==> config.mk <==
export PLATFORM = sky130hd
export DESIGN_NAME = cache_directl1
export DESIGN_NICKNAME = d
export VERILOG_FILES = /design/src/rtl/cache_directl1.sv
export SDC_FILE = /design/constraint.sdc
export NUM_CORES = 1
export LEC_CHECK = 0
export BUFFER_PORTS_ARGS = -buffer_cell sky130_fd_sc_hd__buf_4
export CAP_MARGIN = 40
export CELL_PAD_IN_SITES_DETAIL_PLACEMENT = 0
export CELL_PAD_IN_SITES_GLOBAL_PLACEMENT = 1
export CORE_AREA = 2 2 175 177
export DETAILED_ROUTE_END_ITERATION = 8
export DIE_AREA = 0 0 177 179
export GPL_TIMING_DRIVEN = 0
export PLACE_DENSITY = 0.8
export SYNTH_ARGS = -nofsm -noshare
export SYNTH_HDL_FRONTEND = slang
export SYNTH_SLANG_ARGS = --single-unit
==> constraint.sdc <==
create_clock -name clk -period 4.3 [get_ports clk]
set_input_delay 0.43 -clock clk [delete_from_list [all_inputs] [get_ports clk]]
set_output_delay 0.43 -clock clk [all_outputs]
set_load 0.1 [all_outputs]
==> src/rtl/cache_directl1.sv <==
// Direct-mapped, read-only L1 cache in front of cache_directl2.
// Hits answer in one cycle. A miss issues one L2 read and fills the line after L2_LATENCY cycles.
module cache_directl1 #(
    parameter int unsigned ADDR_W     = 11,
    parameter int unsigned DATA_W     = 11,
    parameter int unsigned INDEX_W    = 4,
    parameter int unsigned L2_LATENCY = 1
) (
    input  logic              clk,
    input  logic              rst,
    input  logic              req,
    input  logic [ADDR_W-1:0] addr,
    output logic              ready,
    output logic [DATA_W-1:0] read_data,
    output logic              valid,
    output logic              hit,
    output logic              l2_read,
    output logic [ADDR_W-1:0] l2_addr,
    input  logic [DATA_W-1:0] l2_read_data,
    input  logic              l2_hit,
    output logic [15:0]       hit_count,
    output logic [15:0]       miss_count
);

    localparam int unsigned TAG_W = ADDR_W - INDEX_W;
    localparam int unsigned LINES = 1 << INDEX_W;
    localparam int unsigned CNT_W = $clog2(L2_LATENCY + 1);

    localparam logic [1:0] S_IDLE      = 2'd0;
    localparam logic [1:0] S_MISS_REQ  = 2'd1;
    localparam logic [1:0] S_MISS_WAIT = 2'd2;

    logic [1:0]        state_q, state_d;
    logic              ready_q, ready_d;
    logic              valid_q, valid_d;
    logic              hit_q, hit_d;
    logic [DATA_W-1:0] rdata_q, rdata_d;
    logic              l2_read_q, l2_read_d;
    logic [ADDR_W-1:0] l2_addr_q, l2_addr_d;
    logic [CNT_W-1:0]  wait_q, wait_d;
    logic [15:0]       hit_cnt_q, hit_cnt_d;
    logic [15:0]       miss_cnt_q, miss_cnt_d;

    logic [TAG_W-1:0]  tag_q  [LINES];
    logic [DATA_W-1:0] data_q [LINES];
    logic [LINES-1:0]  line_vld_q;

    logic [INDEX_W-1:0] req_idx_c;
    logic [TAG_W-1:0]   req_tag_c;
    logic [INDEX_W-1:0] fill_idx_c;
    logic [TAG_W-1:0]   fill_tag_c;
    logic               lookup_hit_c;
    logic               fill_c;
    logic               unused_l2_hit_c;

    assign req_idx_c       = addr[INDEX_W-1:0];
    assign req_tag_c       = addr[ADDR_W-1:INDEX_W];
    assign fill_idx_c      = l2_addr_q[INDEX_W-1:0];
    assign fill_tag_c      = l2_addr_q[ADDR_W-1:INDEX_W];
    assign lookup_hit_c    = line_vld_q[req_idx_c] && (tag_q[req_idx_c] == req_tag_c);
    assign unused_l2_hit_c = l2_hit;

    // Next-state and registered-output logic
    always_comb begin
        state_d    = state_q;
        ready_d    = ready_q;
        valid_d    = 1'b0;
        hit_d      = 1'b0;
        rdata_d    = rdata_q;
        l2_read_d  = 1'b0;
        l2_addr_d  = l2_addr_q;
        wait_d     = wait_q;
        hit_cnt_d  = hit_cnt_q;
        miss_cnt_d = miss_cnt_q;
        fill_c     = 1'b0;

        case (state_q)
            S_IDLE: begin
                ready_d = 1'b1;
                if (req) begin
                    if (lookup_hit_c) begin
                        valid_d   = 1'b1;
                        hit_d     = 1'b1;
                        rdata_d   = data_q[req_idx_c];
                        hit_cnt_d = (hit_cnt_q == 16'hFFFF) ? hit_cnt_q : hit_cnt_q + 16'd1;
                    end else begin
                        miss_cnt_d = (miss_cnt_q == 16'hFFFF) ? miss_cnt_q : miss_cnt_q + 16'd1;
                        l2_read_d  = 1'b1;
                        l2_addr_d  = addr;
                        ready_d    = 1'b0;
                        state_d    = S_MISS_REQ;
                    end
                end
            end
            S_MISS_REQ: begin
                ready_d = 1'b0;
                wait_d  = CNT_W'(L2_LATENCY);
                state_d = S_MISS_WAIT;
            end
            S_MISS_WAIT: begin
                if (wait_q == CNT_W'(1)) begin
                    // Last wait cycle: L2 data is valid now, fill and respond
                    fill_c  = 1'b1;
                    valid_d = 1'b1;
                    rdata_d = l2_read_data;
                    ready_d = 1'b1;
                    state_d = S_IDLE;
                end else begin
                    ready_d = 1'b0;
                    wait_d  = wait_q - CNT_W'(1);
                end
            end
            default: begin
                ready_d = 1'b1;
                state_d = S_IDLE;
            end
        endcase
    end

    always_ff @(posedge clk or negedge rst) begin
        if (!rst) begin
            state_q    <= S_IDLE;
            ready_q    <= 1'b1;
            valid_q    <= 1'b0;
            hit_q      <= 1'b0;
            rdata_q    <= '0;
            l2_read_q  <= 1'b0;
            l2_addr_q  <= '0;
            wait_q     <= '0;
            hit_cnt_q  <= '0;
            miss_cnt_q <= '0;
            line_vld_q <= '0;
        end else begin
            state_q    <= state_d;
            ready_q    <= ready_d;
            valid_q    <= valid_d;
            hit_q      <= hit_d;
            rdata_q    <= rdata_d;
            l2_read_q  <= l2_read_d;
            l2_addr_q  <= l2_addr_d;
            wait_q     <= wait_d;
            hit_cnt_q  <= hit_cnt_d;
            miss_cnt_q <= miss_cnt_d;
            if (fill_c) begin
                line_vld_q[fill_idx_c] <= 1'b1;
            end
        end
    end

    // Tag/data storage needs no reset; the valid bits gate every lookup
    always_ff @(posedge clk) begin
        if (fill_c) begin
            tag_q[fill_idx_c]  <= fill_tag_c;
            data_q[fill_idx_c] <= l2_read_data;
        end
    end

    assign ready      = ready_q;
    assign valid      = valid_q;
    assign hit        = hit_q;
    assign read_data  = rdata_q;
    assign l2_read    = l2_read_q;
    assign l2_addr    = l2_addr_q;
    assign hit_count  = hit_cnt_q;
    assign miss_count = miss_cnt_q;

endmodule
After elaboration in Yosys (flattened, before gate mapping). Memories as Yosys holds them, arrays and structs flattened. Index checks and enable logic that the tools add are counted.

Flip-flop bits (word level): 77. RAM bits: 288. Input bits: 26. Output and inout bits: 58. Memories kept: 2.

$add $sub $neg: 3. Magnitude comparators: 3. Equality and inequality tests: 9. Mux-type cells: 27. Bitwise operators: 4. Reduce and logical (&&, ||, !) cells: 10.

Memory list: data_q (depth 16, bits a word 11, read ports 1, clocked after memory_dff 0, write ports 1, line 45) `logic [DATA_W-1:0] data_q [LINES];`; tag_q (depth 16, bits a word 7, read ports 1, clocked after memory_dff 0, write ports 1, line 44) `logic [TAG_W-1:0] tag_q [LINES];`.

Operator list (count): $mux W11 (3); $add A16 B1 Y16 const B (2); $eq A16 B16 Y1 const B (2); $pmux W11 S2 (1); $or A16 B16 Y16 (1); $mux W1 (14); $reduce_and A4 Y1 (3); $lt A4 B5 Y1 const B (2); $ne A2 B2 Y1 const B (4); $eq A7 B7 Y1 (1); $mux W2 (3); $pmux W2 S3 (1); $reduce_and A3 Y1 (2); $bmux W1 S4 (1); $demux W1 S4 (1); $ge A4 B1 Y1 const B (1); $pmux W1 S2 (2); $reduce_bool A2 Y1 (2); $not A1 Y1 (3); $pmux W1 S3 (1); $eq A2 B1 Y1 const B (1); $eq A2 B2 Y1 const B (1); $logic_and A1 B1 Y1 (2); $logic_not A2 Y1 (1); $sub A1 B1 Y1 const B (1).

Logic depth before layout (Yosys ltp). Gate-level depths: netlist of run 1.

Word-level depth: 6. Mapped depth: 13. Gate-level depth less buffers: 8.

Worst setup path before layout of run 1. No wires, ideal clock.

Kind: reg2reg. Start point: register state_q[0]. End point: memory data_q[3][0], enable pin. Library setup time: 0.417 ns. Arrival time: 2.727 ns. Setup slack: 1.156 ns. Stages on the path, launching flop included: 7. Path buffers: 2. Clock period less this slack: 3.144 ns. Cells stage by stage: dfrtp_1 -> inv_1 -> ha_1 -> clkbuf_1 -> clkbuf_1 -> nand4_1 -> nor3_1.

Longest elaborated chain between the ends: 4.

Ends and longest elaborated chain: start, declared (line 33) `logic [1:0] state_q, state_d;`; start signal, assigned (line 134) `state_q <= state_d;`; $eq A2 B2 Y1 (line 77) `case (state_q)`; $mux W1 (line 77); $mux W1 (line 152) `if (fill_c) begin`; $mux W1 (not written as such) (line 154) `data_q[fill_idx_c] <= l2_read_data;`; end, declared (line 45).

Every way passes these cells.

Final worst setup path of run 1.
Start point: input port addr[1]. End point: register rdata_q[4] (netlist: read_data[4]).

Longest elaborated chain between the ends: 5. Elaborated cells on any way between the ends: 11. Classes of those cells: eq/ne (2); mux (5); reduce/logical (2); memory (2).

Ends and longest elaborated chain: start, declared (line 12) `input logic [ADDR_W-1:0] addr,`; $mem_v2 Z16 W7 or $bmux W1 S4 (tied branches); $eq A7 B7 Y1 or $mux W1 (tied branches) (line 60) `assign lookup_hit_c = line_vld_q[req_idx_c] && (tag_q[req_idx_c] == req_tag_c);`; $logic_and A1 B1 Y1 (line 60); $ne A2 B2 Y1 (no source line); $reduce_and A4 Y1 (no source line); end signal, assigned (line 138) `rdata_q <= rdata_d;`; end, declared (line 37) `logic [DATA_W-1:0] rdata_q, rdata_d;`.

Several ways; a longest one is shown, not always the timed one. The select of a mux whose other input is x is not followed. A chain may end at the register's enable or synchronous reset.

==> results of run 1 <==
stage by stage:
step                setup TNS [ps]  cells  total power, mW  setup slack, ps
floorplan                        0    752            6.528             1156
global placement            -81010   1227            7.182            -1363
detailed placement               0   1257            7.358            310.6
CTS                              0   1326            10.42            806.8
global route                     0   1327            10.73            681.9
finish                           0   1327            10.37            837.7
per-layer routing:
metal | share of wire (%) | vias up
met2 | 49 | 298
met5 | 0 | -
li1 | - | 3304
met4 | 2.0 | 0
met3 | 7.0 | 55
met1 | 42 | 3948
worst reg2reg max path: stages (launching register included):
cell	delay, ps
dfrtp_1	410
inv_1	90
ha_1	140
clkbuf_1	400
clkbuf_1	500
nand4_1	490
nor2_4	800
what timing repair did:
action                    CTS  global route
hold endpoints to repair   21             0
hold buffers                1             0
resized for setup           0             0
cell usage after synthesis (7+ instances only):
master    instances
inv_1             7
nor3_1           13
dfrtp_1          76
clkbuf_1         12
nor2_1           26
edfxtp_1        288
buf_2            10
nand4_1          10
or2_2            18
nand3_1          16
xor2_1           12
mux2_2           43
mux4_2           84
xnor2_1          20
nand2_1          27
mux2i_1          20
buf_1             8
area by class of cell:
| type | instances | share of cell area (%) |
|---|---|---|
| Clock inverter | 19 | 1.043 |
| Tap cell | 396 | 2.847 |
| Multi-Input combinational cell | 346 | 22.61 |
| Timing Repair Buffer | 111 | 5.954 |
| Sequential cell | 365 | 60.78 |
| Inverter | 7 | 0.1510 |
| Buffer | 34 | 0.9779 |
| Clock buffer | 49 | 5.637 |
worst paths after layout:
check                                                from                        end  depth (start not counted)
worst max-delay path                              addr[1]   read_data[4]$_DFFE_PN0P_                          8
worst min register to register  line_vld_q[8]$_DFFE_PN0P_  line_vld_q[8]$_DFFE_PN0P_                          1
worst min-delay path                              addr[5]     l2_addr[5]$_DFFE_PN0P_                          2
worst max register to register     state_q[0]$_DFFE_PN0P_     tag_q[15][4]$_DFFE_PP_                          6
min in group asynchronous                             rst  miss_count[8]$_DFFE_PN0P_                          2
max in group asynchronous                             rst            ready$_DFF_PN1_                          3
power groups by stage:
stage	combinational, mW	sequential, mW	clock, mW
floorplan	0.791	5.74	0
global placement	2.43	4.75	0
detailed placement	2.58	4.78	0
CTS	2.59	4.71	3.13
global route	2.70	4.77	3.26
finish	2.57	4.71	3.08
cell families after synthesis:
kind of cell | synth area share, %
AOI/OAI and AO/OA | 0.9413
xor gates and xnor gates | 1.917
adders and majority gates | 0.5134
buffers and inverters | 1.343
DFF | 72.33
muxes | 17.70
and+or+nand+nor | 5.254
sequential cells by signal, summed over array words and instances, names as in the netlist:
name and count:
hit 1, l2_read 1, tag_q 112, valid 1, wait_q 1, data_q 176
miss_count 16, state_q 2, read_data 11, line_vld_q 16, ready 1, l2_addr 11
hit_count 16
placed cells by master, fill, tap and decap left out, drive strengths merged, types with 12 or more instances in the layout:
cell type,synthesis,layout
edfxtp,288,288
buf,22,132
mux4,84,84
dfrtp,76,76
clkbuf,12,61
mux2,44,44
nand2,27,27
nor2,26,26
mux2i,20,20
xnor2,20,20
or2,19,19
nand3,16,16
clkinv,0,14
nor3,13,13
xor2,12,12
==> results_dict.tcl, run 1 <==
set metrics [dict create \
    period_share_pct 80.52 \
    global_route.usage.met3_pct 4.601 \
    worst_pin_slew_ps 922.0 \
    final_cell_area_mm2 0.01740 \
    fin_crit_ps 3462 \
    core-area_mm2 0.03003 \
    p_seq_share_pct 45.5 \
    mappedNetlistNets 784 \
    syn_area_per_cell_um2 19.44 \
    cp_slowest_stage_delay_ps 720 \
    die_h_um 179 \
    die-area_mm2 0.03168 \
    synthTopCellsByArea "edfxtp_1, dfrtp_1, mux4_2" \
    dr.pass1.iters 5 \
    combinationalPowerShare_pct 24.8 \
    crit_path_max_fanout 10 \
    clk_path_buf_depth 3 \
    relSlewSlack_pct 38.20 \
    htreeDepth 2 \
    gp_congestion 0.7942 \
    hold_slack_ps 168.9 \
    synth_edf_count 288 \
    end_kind "register" \
    cp_top_family "buffers and inverters" \
    seq_area_frac_synth_pct 72.33 \
    synth.distinct_cells 45 \
    ir_drop_mv 0.4424 \
    netlist.area_leader.share_pct 59.15 \
    grt_pass1_vias 7674 \
    synth_top_flop_cell "edfxtp_1" \
    wire_per_inst_um 24.80 \
    setup_violations 0 \
    hold_class "input pin to register" \
    internal-power_mw 6.882 \
    synth-async-reset-ratio_pct 21.10 \
    drtAntennaViolNets 0 \
    antenna_found_initial 0 \
    grt_first_pass_wirelength_um 49000 \
    ys_seq_elements 365 \
    finalMaxSlewViolations 0 \
    rows 64 \
    pwr-share-clk_pct 29.7 \
    num_vias 7605 \
    drt-initial-drc-count 708 \
    worst-path-buf-inv 4 \
    n_antenna_cell 0 \
    dp_hpwl_um 21000 \
    clock_skew_ps 20.32 \
    outcome "finished, final reports clean" \
    max_cap_violations 0 \
    start_util_pct 48.69 \
    io_pins 84 \
    vias_per_cell 5.731 \
    yosysTopAreaCell "edfxtp_1" \
    crit_chain "buf_2, buf_2, buf_1, buf_1, mux4_2, mux4_2, mux2_2, mux2_2" \
    fin_util_pct 57.95 \
    use_met1_pct 30.12 \
    grt-ovfl-total 0 \
    p_switching_mw 3.484 \
    die_x_um 177 \
    cts.sinks 365 \
    register_area_mm2 0.01058 \
    synthCells 752 \
    crit_path_start_kind "input pin" \
    area_growth_pct 19.01 \
    grt_max_degree 57 \
    yosysWarningCount 0 \
    cts_setup_buffers 0 \
    critPathArrivalTime_ps 3880 \
    final_nets 934 \
    cts_buffers 37 \
    rsz0062_at_grt "false" \
    drive_above_1_share_pct 36.95 \
    slowest_stage "buf_1" \
    leakage_nw 6.187 \
    switching_share_pct 33.61 \
    busiest_layer "met2" \
    cellPowerDensity_mw_per_mm2 595.7 \
    multiInputGateArea_mm2 0.003934 \
    clk_pin_slew_worst_paths_ps 60 \
    hold_viol 0 \
    syn-cell-area_mm2 0.01462 \
    dpl_cell_area_mm2 0.01622 \
    port_buffers 79 \
    grt_use_total_pct 21.37 \
    max_freq_mhz 288.8 \
    grtUsageMet2_pct 34.14 \
    cts_tree "built" \
    reg2reg_slack_ps 1080 \
    drt-total-wl_um 32920 \
    drc 0 \
    fillers 2186 \
    cts_root_buf "clkbuf_16" \
    criticalPathCategory "input pin to register" \
    clock_latency_ps 530 \
    cp.required_ps 4710 \
]
(Power assumes the default switching activity.)
==> inputs of run 2 (changes only) <==
--- a/config.mk
+++ b/config.mk
@@ -9,11 +9,11 @@
 export CAP_MARGIN = 40
 export CELL_PAD_IN_SITES_DETAIL_PLACEMENT = 0
 export CELL_PAD_IN_SITES_GLOBAL_PLACEMENT = 1
-export CORE_AREA = 2 2 175 177
+export CORE_AREA = 2 2 178 180
 export DETAILED_ROUTE_END_ITERATION = 8
-export DIE_AREA = 0 0 177 179
+export DIE_AREA = 0 0 180 182
 export GPL_TIMING_DRIVEN = 0
-export PLACE_DENSITY = 0.8
+export PLACE_DENSITY = 0.81
 export SYNTH_ARGS = -nofsm -noshare
 export SYNTH_HDL_FRONTEND = slang
 export SYNTH_SLANG_ARGS = --single-unit
==> constraint.sdc (replaced) <==
create_clock -name clk -period 2.81 [get_ports clk]
set_input_delay 0.281 -clock clk [delete_from_list [all_inputs] [get_ports clk]]
set_output_delay 0.281 -clock clk [all_outputs]
set_load 0.1 [all_outputs]
==> run 2 against run 1 <==
The flow now finishes with violations (negative setup slack). Design area up 3.8%. Via count up 3.5%. Core utilization up 0.36 points. Count of clock-buffer cells in the layout down 6. Critical path depth up 1. Worst hold slack worse by 150 ps. First-iteration DRC count down 2.5%. Setup slack worse by 890 ps. Die area up 3.4%. Clock power up 46%. Non-clock buffer count up 14. Largest power group unchanged.
==> results_dict.tcl, run 2 (synthesis results as in run 1) <==
set metrics [dict create \
    grt_first_pass_wirelength_um 49790 \
    critPathArrivalTime_ps 3270 \
    relSlewSlack_pct 41.11 \
    cp.required_ps 3210 \
    final_cell_area_mm2 0.01807 \
    core-area_mm2 0.03099 \
    worst_pin_slew_ps 881.2 \
    antenna_found_initial 0 \
    rows 65 \
    largest_register_ffs 176 \
    crit_path_start_kind "register" \
    drt-total-wl_um 34250 \
    rsz0062_at_grt "true" \
    clock_latency_ps 530 \
    setup_slack_ps -57.28 \
    end_kind "register" \
    internal-power_mw 10.49 \
    hold_class "input pin to register" \
    multiInputGateArea_mm2 0.004213 \
    top_register "data_q" \
    drtAntennaViolNets 0 \
    drt-initial-drc-count 690 \
    grt-ovfl-total 0 \
    port_buffers 79 \
    p_seq_share_pct 45.5 \
    dp_hpwl_um 20180 \
    drc 0 \
    violations "negative setup slack" \
    crit_path_max_fanout 6 \
    clk_path_buf_depth 3 \
    dr.pass1.iters 5 \
    n_antenna_cell 0 \
    ir_drop_mv 0.5178 \
    setup_violations 11 \
    period_share_pct 102.0 \
    fillers 2159 \
    pwr-share-clk_pct 28.3 \
    combinationalPowerShare_pct 26.2 \
    grt_max_degree 62 \
    register_area_mm2 0.01058 \
    clock_skew_ps 20.02 \
    fin_util_pct 58.30 \
    area_growth_pct 23.56 \
    die-area_mm2 0.03276 \
    largest_registers "data_q (176), tag_q (112)" \
    num_vias 7873 \
    dpl_cell_area_mm2 0.01621 \
    switching_share_pct 34.17 \
    die_x_um 180 \
    start_util_pct 47.19 \
    drive_above_1_share_pct 41.78 \
    cts_buffers 36 \
    mostFrequentLayoutCells "edfxtp_1, buf_4, mux4_2, dfrtp_1, mux2_2" \
    fin_crit_ps 2867 \
    max_freq_mhz 348.8 \
    leakage_nw 6.532 \
    io_pins 84 \
    grt_use_total_pct 20.43 \
    grt_pass1_vias 7844 \
    cts_root_buf "clkbuf_16" \
    hold_slack_ps 19.72 \
    p_switching_mw 5.445 \
    htreeDepth 2 \
    hold_viol 0 \
    criticalPathCategory "register to register" \
    cts_tree "built" \
    max_cap_violations 0 \
    cellPowerDensity_mw_per_mm2 882.0 \
    wire_per_inst_um 25.46 \
    die_h_um 182 \
    vias_per_cell 5.854 \
    clk_pin_slew_worst_paths_ps 60 \
    gp_congestion 0.7667 \
    cts.sinks 365 \
    layout_commonest_cell "edfxtp_1" \
    outcome "finished, violations left" \
    final_nets 947 \
    finalMaxSlewViolations 0 \
]
-- run 2: changes by cell type in the layout (fill, tap and decap cells not counted), sizes merged --
| cell | before | now |
|---|---|---|
| buf | 132 | 144 |
| bufinv | 2 | 1 |
| clkbuf | 61 | 57 |
| clkinv | 14 | 18 |
| clkinvlp | 1 | 3 |
| inv | 9 | 8 |
-- run 2: power by group through the flow --
stage | Sequential, mW | Clock (mW) | Combinational (mW)
6_report | 7.25 | 4.51 | 4.18
5_1_grt | 7.33 | 4.79 | 4.34
4_1_cts | 7.25 | 4.55 | 4.06
3_5_place_dp | 7.35 | 0 | 3.89
3_3_place_gp | 7.28 | 0 | 3.71
2_1_floorplan | 8.79 | 0 | 1.22
-- run 2: path summary, 6_finish.rpt --
check,from,to,slack (ps),cells past startpoint
max,tag_q[3][1]$_DFFE_PP_,hit_count[14]$_DFFE_PN0P_,-60,9
max reg2reg,tag_q[3][1]$_DFFE_PP_,hit_count[14]$_DFFE_PN0P_,-60,9
min in group asynchronous,rst,read_data[2]$_DFFE_PN0P_,190,2
min,addr[8],l2_addr[8]$_DFFE_PN0P_,20,2
max in group asynchronous,rst,ready$_DFF_PN1_,1980,3
min reg2reg,line_vld_q[15]$_DFFE_PN0P_,line_vld_q[15]$_DFFE_PN0P_,460,1
-- run 2: repair_timing --
| item | in CTS | in global routing |
|---|---|---|
| hold buffers | 1 | 0 |
| resized for setup | 47 | 32 |
| endpoints found under the hold margin | 16 | 0 |
| endpoints found under the setup margin | 165 | 242 |
| gates cloned | 2 | 1 |
| setup buffers | 13 | 12 |
| pin swaps | 20 | 30 |
-- run 2: critical path: stages (launching register included) --
cell and delay (ps):
edfxtp_1 380, mux4_2 450, mux4_2 530, xnor2_2 150
nand4_1 120, buf_6 160, or2_4 300, buf_12 160
nor4_4 170, mux2_4 330
-- run 2: final cells by class --
| type | instances | share of cell area (%) |
|---|---|---|
| multi-input cells | 346 | 23.32 |
| repair buffers | 126 | 7.563 |
| clock inverters | 23 | 0.9696 |
| plain buffers | 33 | 1.524 |
| inverters | 7 | 0.1454 |
| flip-flops and latches | 365 | 58.56 |
| well taps | 402 | 2.784 |
| clock buffers | 43 | 5.132 |
-- run 2: per-stage QoR --
stage	power [mW]	instances	setup TNS, ps	setup WS (ps)
after global routing	16.47	1345	-4809	-195.4
final	15.93	1345	-227.7	-57.28
after detailed placement	11.24	1251	-87390	-1035
after floorplan	10.01	752	0	6.381
after CTS	15.86	1333	-489.3	-76.55
after global placement	10.99	1233	-368870	-1560
-- run 2: layer usage --
metal / GRT usage (%) / up-vias / wire [µm]
met1: 28.81 / 4129 / 13920
li1: - / 3336 / -
met4: 5.398 / 0 / 641
met5: 0 / - / 0
met2: 32.98 / 358 / 17050
met3: 4.011 / 50 / 2639
==> inputs of run 3 (changes only) <==
--- a/config.mk
+++ b/config.mk
@@ -9,9 +9,9 @@
 export CAP_MARGIN = 40
 export CELL_PAD_IN_SITES_DETAIL_PLACEMENT = 0
 export CELL_PAD_IN_SITES_GLOBAL_PLACEMENT = 1
-export CORE_AREA = 2 2 178 180
+export CORE_AREA = 2 2 160 201
 export DETAILED_ROUTE_END_ITERATION = 8
-export DIE_AREA = 0 0 180 182
+export DIE_AREA = 0 0 162 203
 export GPL_TIMING_DRIVEN = 0
 export PLACE_DENSITY = 0.81
 export SYNTH_ARGS = -nofsm -noshare
==> run 3 against run 2 <==
The flow still finishes with violations (negative setup slack). Design area grew 0.46%. Critical path depth unchanged. Clock power up 5.1%. Via count down 0.25%.
==> results_dict.tcl, run 3 (synthesis results as in run 1) <==
set metrics [dict create \
    num_vias 7853 \
    worst_pin_slew_ps 708.3 \
    clk_pin_slew_worst_paths_ps 60 \
    finalMaxSlewViolations 0 \
    clk_path_buf_depth 3 \
    power_mw 16.22 \
    largest_registers "data_q (176), tag_q (112)" \
    drt-total-wl_um 34570 \
    fin_crit_ps 2879 \
    wire_per_inst_um 25.72 \
    drc 0 \
    rows 72 \
    mostFrequentLayoutCells "edfxtp_1, buf_4, mux4_2, dfrtp_1, mux2_2" \
    cts_tree "built" \
    largest_register_ffs 176 \
    hold_path_depth 2 \
    fillers 2207 \
    setup_slack_ps -69.13 \
    violations "negative setup slack" \
    final_nets 946 \
    antenna_found_initial 0 \
    criticalPathCategory "register to register" \
    cp_slowest_stage_delay_ps 510 \
    reg2reg_slack_ps -70 \
    start_util_pct 47.46 \
    n_antenna_cell 0 \
    layout_commonest_cell "edfxtp_1" \
    crit_path_max_fanout 7 \
    max_freq_mhz 347.3 \
    leakage_nw 6.595 \
    grt-ovfl-total 0 \
    setup_violations 21 \
    drive_above_1_share_pct 42.26 \
    multiInputGateArea_mm2 0.004238 \
    grt_use_total_pct 21.35 \
    crit_path_frequent_cell "mux4_2" \
    ir_drop_mv 0.6539 \
    hold_viol 0 \
    cp.required_ps 3210 \
    clock_skew_ps 15.67 \
    die_h_um 203 \
    crit_chain "mux4_2, mux4_2, xnor2_2, nand4_1, o31ai_2, nand2_1, clkbuf_8, buf_8, mux2_2" \
    port_buffers 79 \
    rr_startpoint "tag_q[3][1]$_DFFE_PP_" \
    gp_congestion 0.7356 \
    vias_per_cell 5.843 \
    dr.pass1.iters 5 \
    end_kind "register" \
    period_share_pct 102.5 \
    cts_root_buf "clkbuf_16" \
    register_area_mm2 0.01058 \
    grt_pass1_vias 8120 \
    drt-initial-drc-count 877 \
    cellPowerDensity_mw_per_mm2 893.9 \
    min_from "addr[10]" \
    io_pins 84 \
    critPathArrivalTime_ps 3280 \
    crit_path_start_kind "register" \
    core-area_mm2 0.03081 \
    max_cap_violations 0 \
    outcome "finished, violations left" \
    drtAntennaViolNets 0 \
    slowest_stage "mux4_2" \
    clock_latency_ps 520 \
    cts.sinks 365 \
    dp_hpwl_um 20520 \
    rsz0062_at_grt "true" \
    area_growth_pct 24.13 \
    r2r_cells 9 \
    grt_first_pass_wirelength_um 51520 \
    timing.rr.end "read_data[0]$_DFFE_PN0P_" \
    top_register "data_q" \
    cts_buffers 36 \
    htreeDepth 2 \
    hold_class "input pin to register" \
    die-area_mm2 0.03289 \
    relSlewSlack_pct 52.78 \
    grt_max_degree 47 \
    hold_end "l2_addr[10]$_DFFE_PN0P_" \
    die_x_um 162 \
    fin_util_pct 58.91 \
]
run 3: area by class of cell:
class / count / area share (%)
Inverter: 7 / 0.1448
Multi-Input combinational cell: 346 / 23.35
Buffer: 32 / 1.434
Clock buffer: 43 / 5.281
Timing Repair Buffer: 126 / 7.659
Clock inverter: 18 / 1.034
Sequential cell: 365 / 58.29
Tap cell: 407 / 2.806
run 3: how the worst max path moves through the flow:
stage               depth (start not counted)                   endpoint  slack (ps)                   start
floorplan                                  10  hit_count[12]$_DFFE_PN0P_           6                 addr[2]
global placement                            6    data_q[15][8]$_DFFE_PP_       -1840  state_q[0]$_DFFE_PN0P_
detailed placement                         11     l2_addr[9]$_DFFE_PN0P_        -860                 addr[3]
CTS                                         9   read_data[0]$_DFFE_PN0P_        -130   tag_q[3][1]$_DFFE_PP_
global route                                9   read_data[0]$_DFFE_PN0P_        -130   tag_q[8][1]$_DFFE_PP_
finish                                      9   read_data[0]$_DFFE_PN0P_         -70   tag_q[3][1]$_DFFE_PP_
run 3: through the flow:
stage | setup WS (ps) | instance area [µm²] | instances | hold slack, ps | TNS, ps
floorplan | 6.381 | 14670 | 752 | -14.59 | 0
global placement | -1844 | 15770 | 1238 | 446.1 | -395670
detailed placement | -859.6 | 16280 | 1258 | 278.1 | -53900
CTS | -132.5 | 17950 | 1337 | 5.504 | -2563
global route | -125.5 | 18150 | 1344 | 26.97 | -2928
finish | -69.13 | 18150 | 1344 | 32.01 | -948.7
run 3: routing by layer:
metal / GRT usage, % / part of all wire [%]
met5: 0 / 0
met1: 27.92 / 38
met2: 36.09 / 51
met4: 7.269 / 3.2
met3: 4.086 / 7.1
run 3: what timing repair did:
item	CTS	global route
endpoints found under the hold margin	31	0
gates cloned	3	1
setup buffers	14	8
gates resized for setup	65	17
setup endpoints to repair	197	142
pin swaps	33	23
hold buffers	1	0
run 3: worst max-delay path: cells and delay by family, from the launching register on:
| kind | cells | cell delay (ps) |
|---|---|---|
| multiplexers | 3 | 1240 |
| flip-flops | 1 | 370 |
| AND/OR/NAND/NOR | 2 | 370 |
| buffers and inverters | 2 | 310 |
| AO/OA/AOI/OAI | 1 | 310 |
| XOR/XNOR | 1 | 160 |
run 3: power breakdown:
group	total [mW]	internal, mW	switching [mW]
Combinational	4.24	1.36	2.88
Sequential	7.25	6.69	0.566
Clock	4.74	2.79	1.95
Total	16.2	10.8	5.39
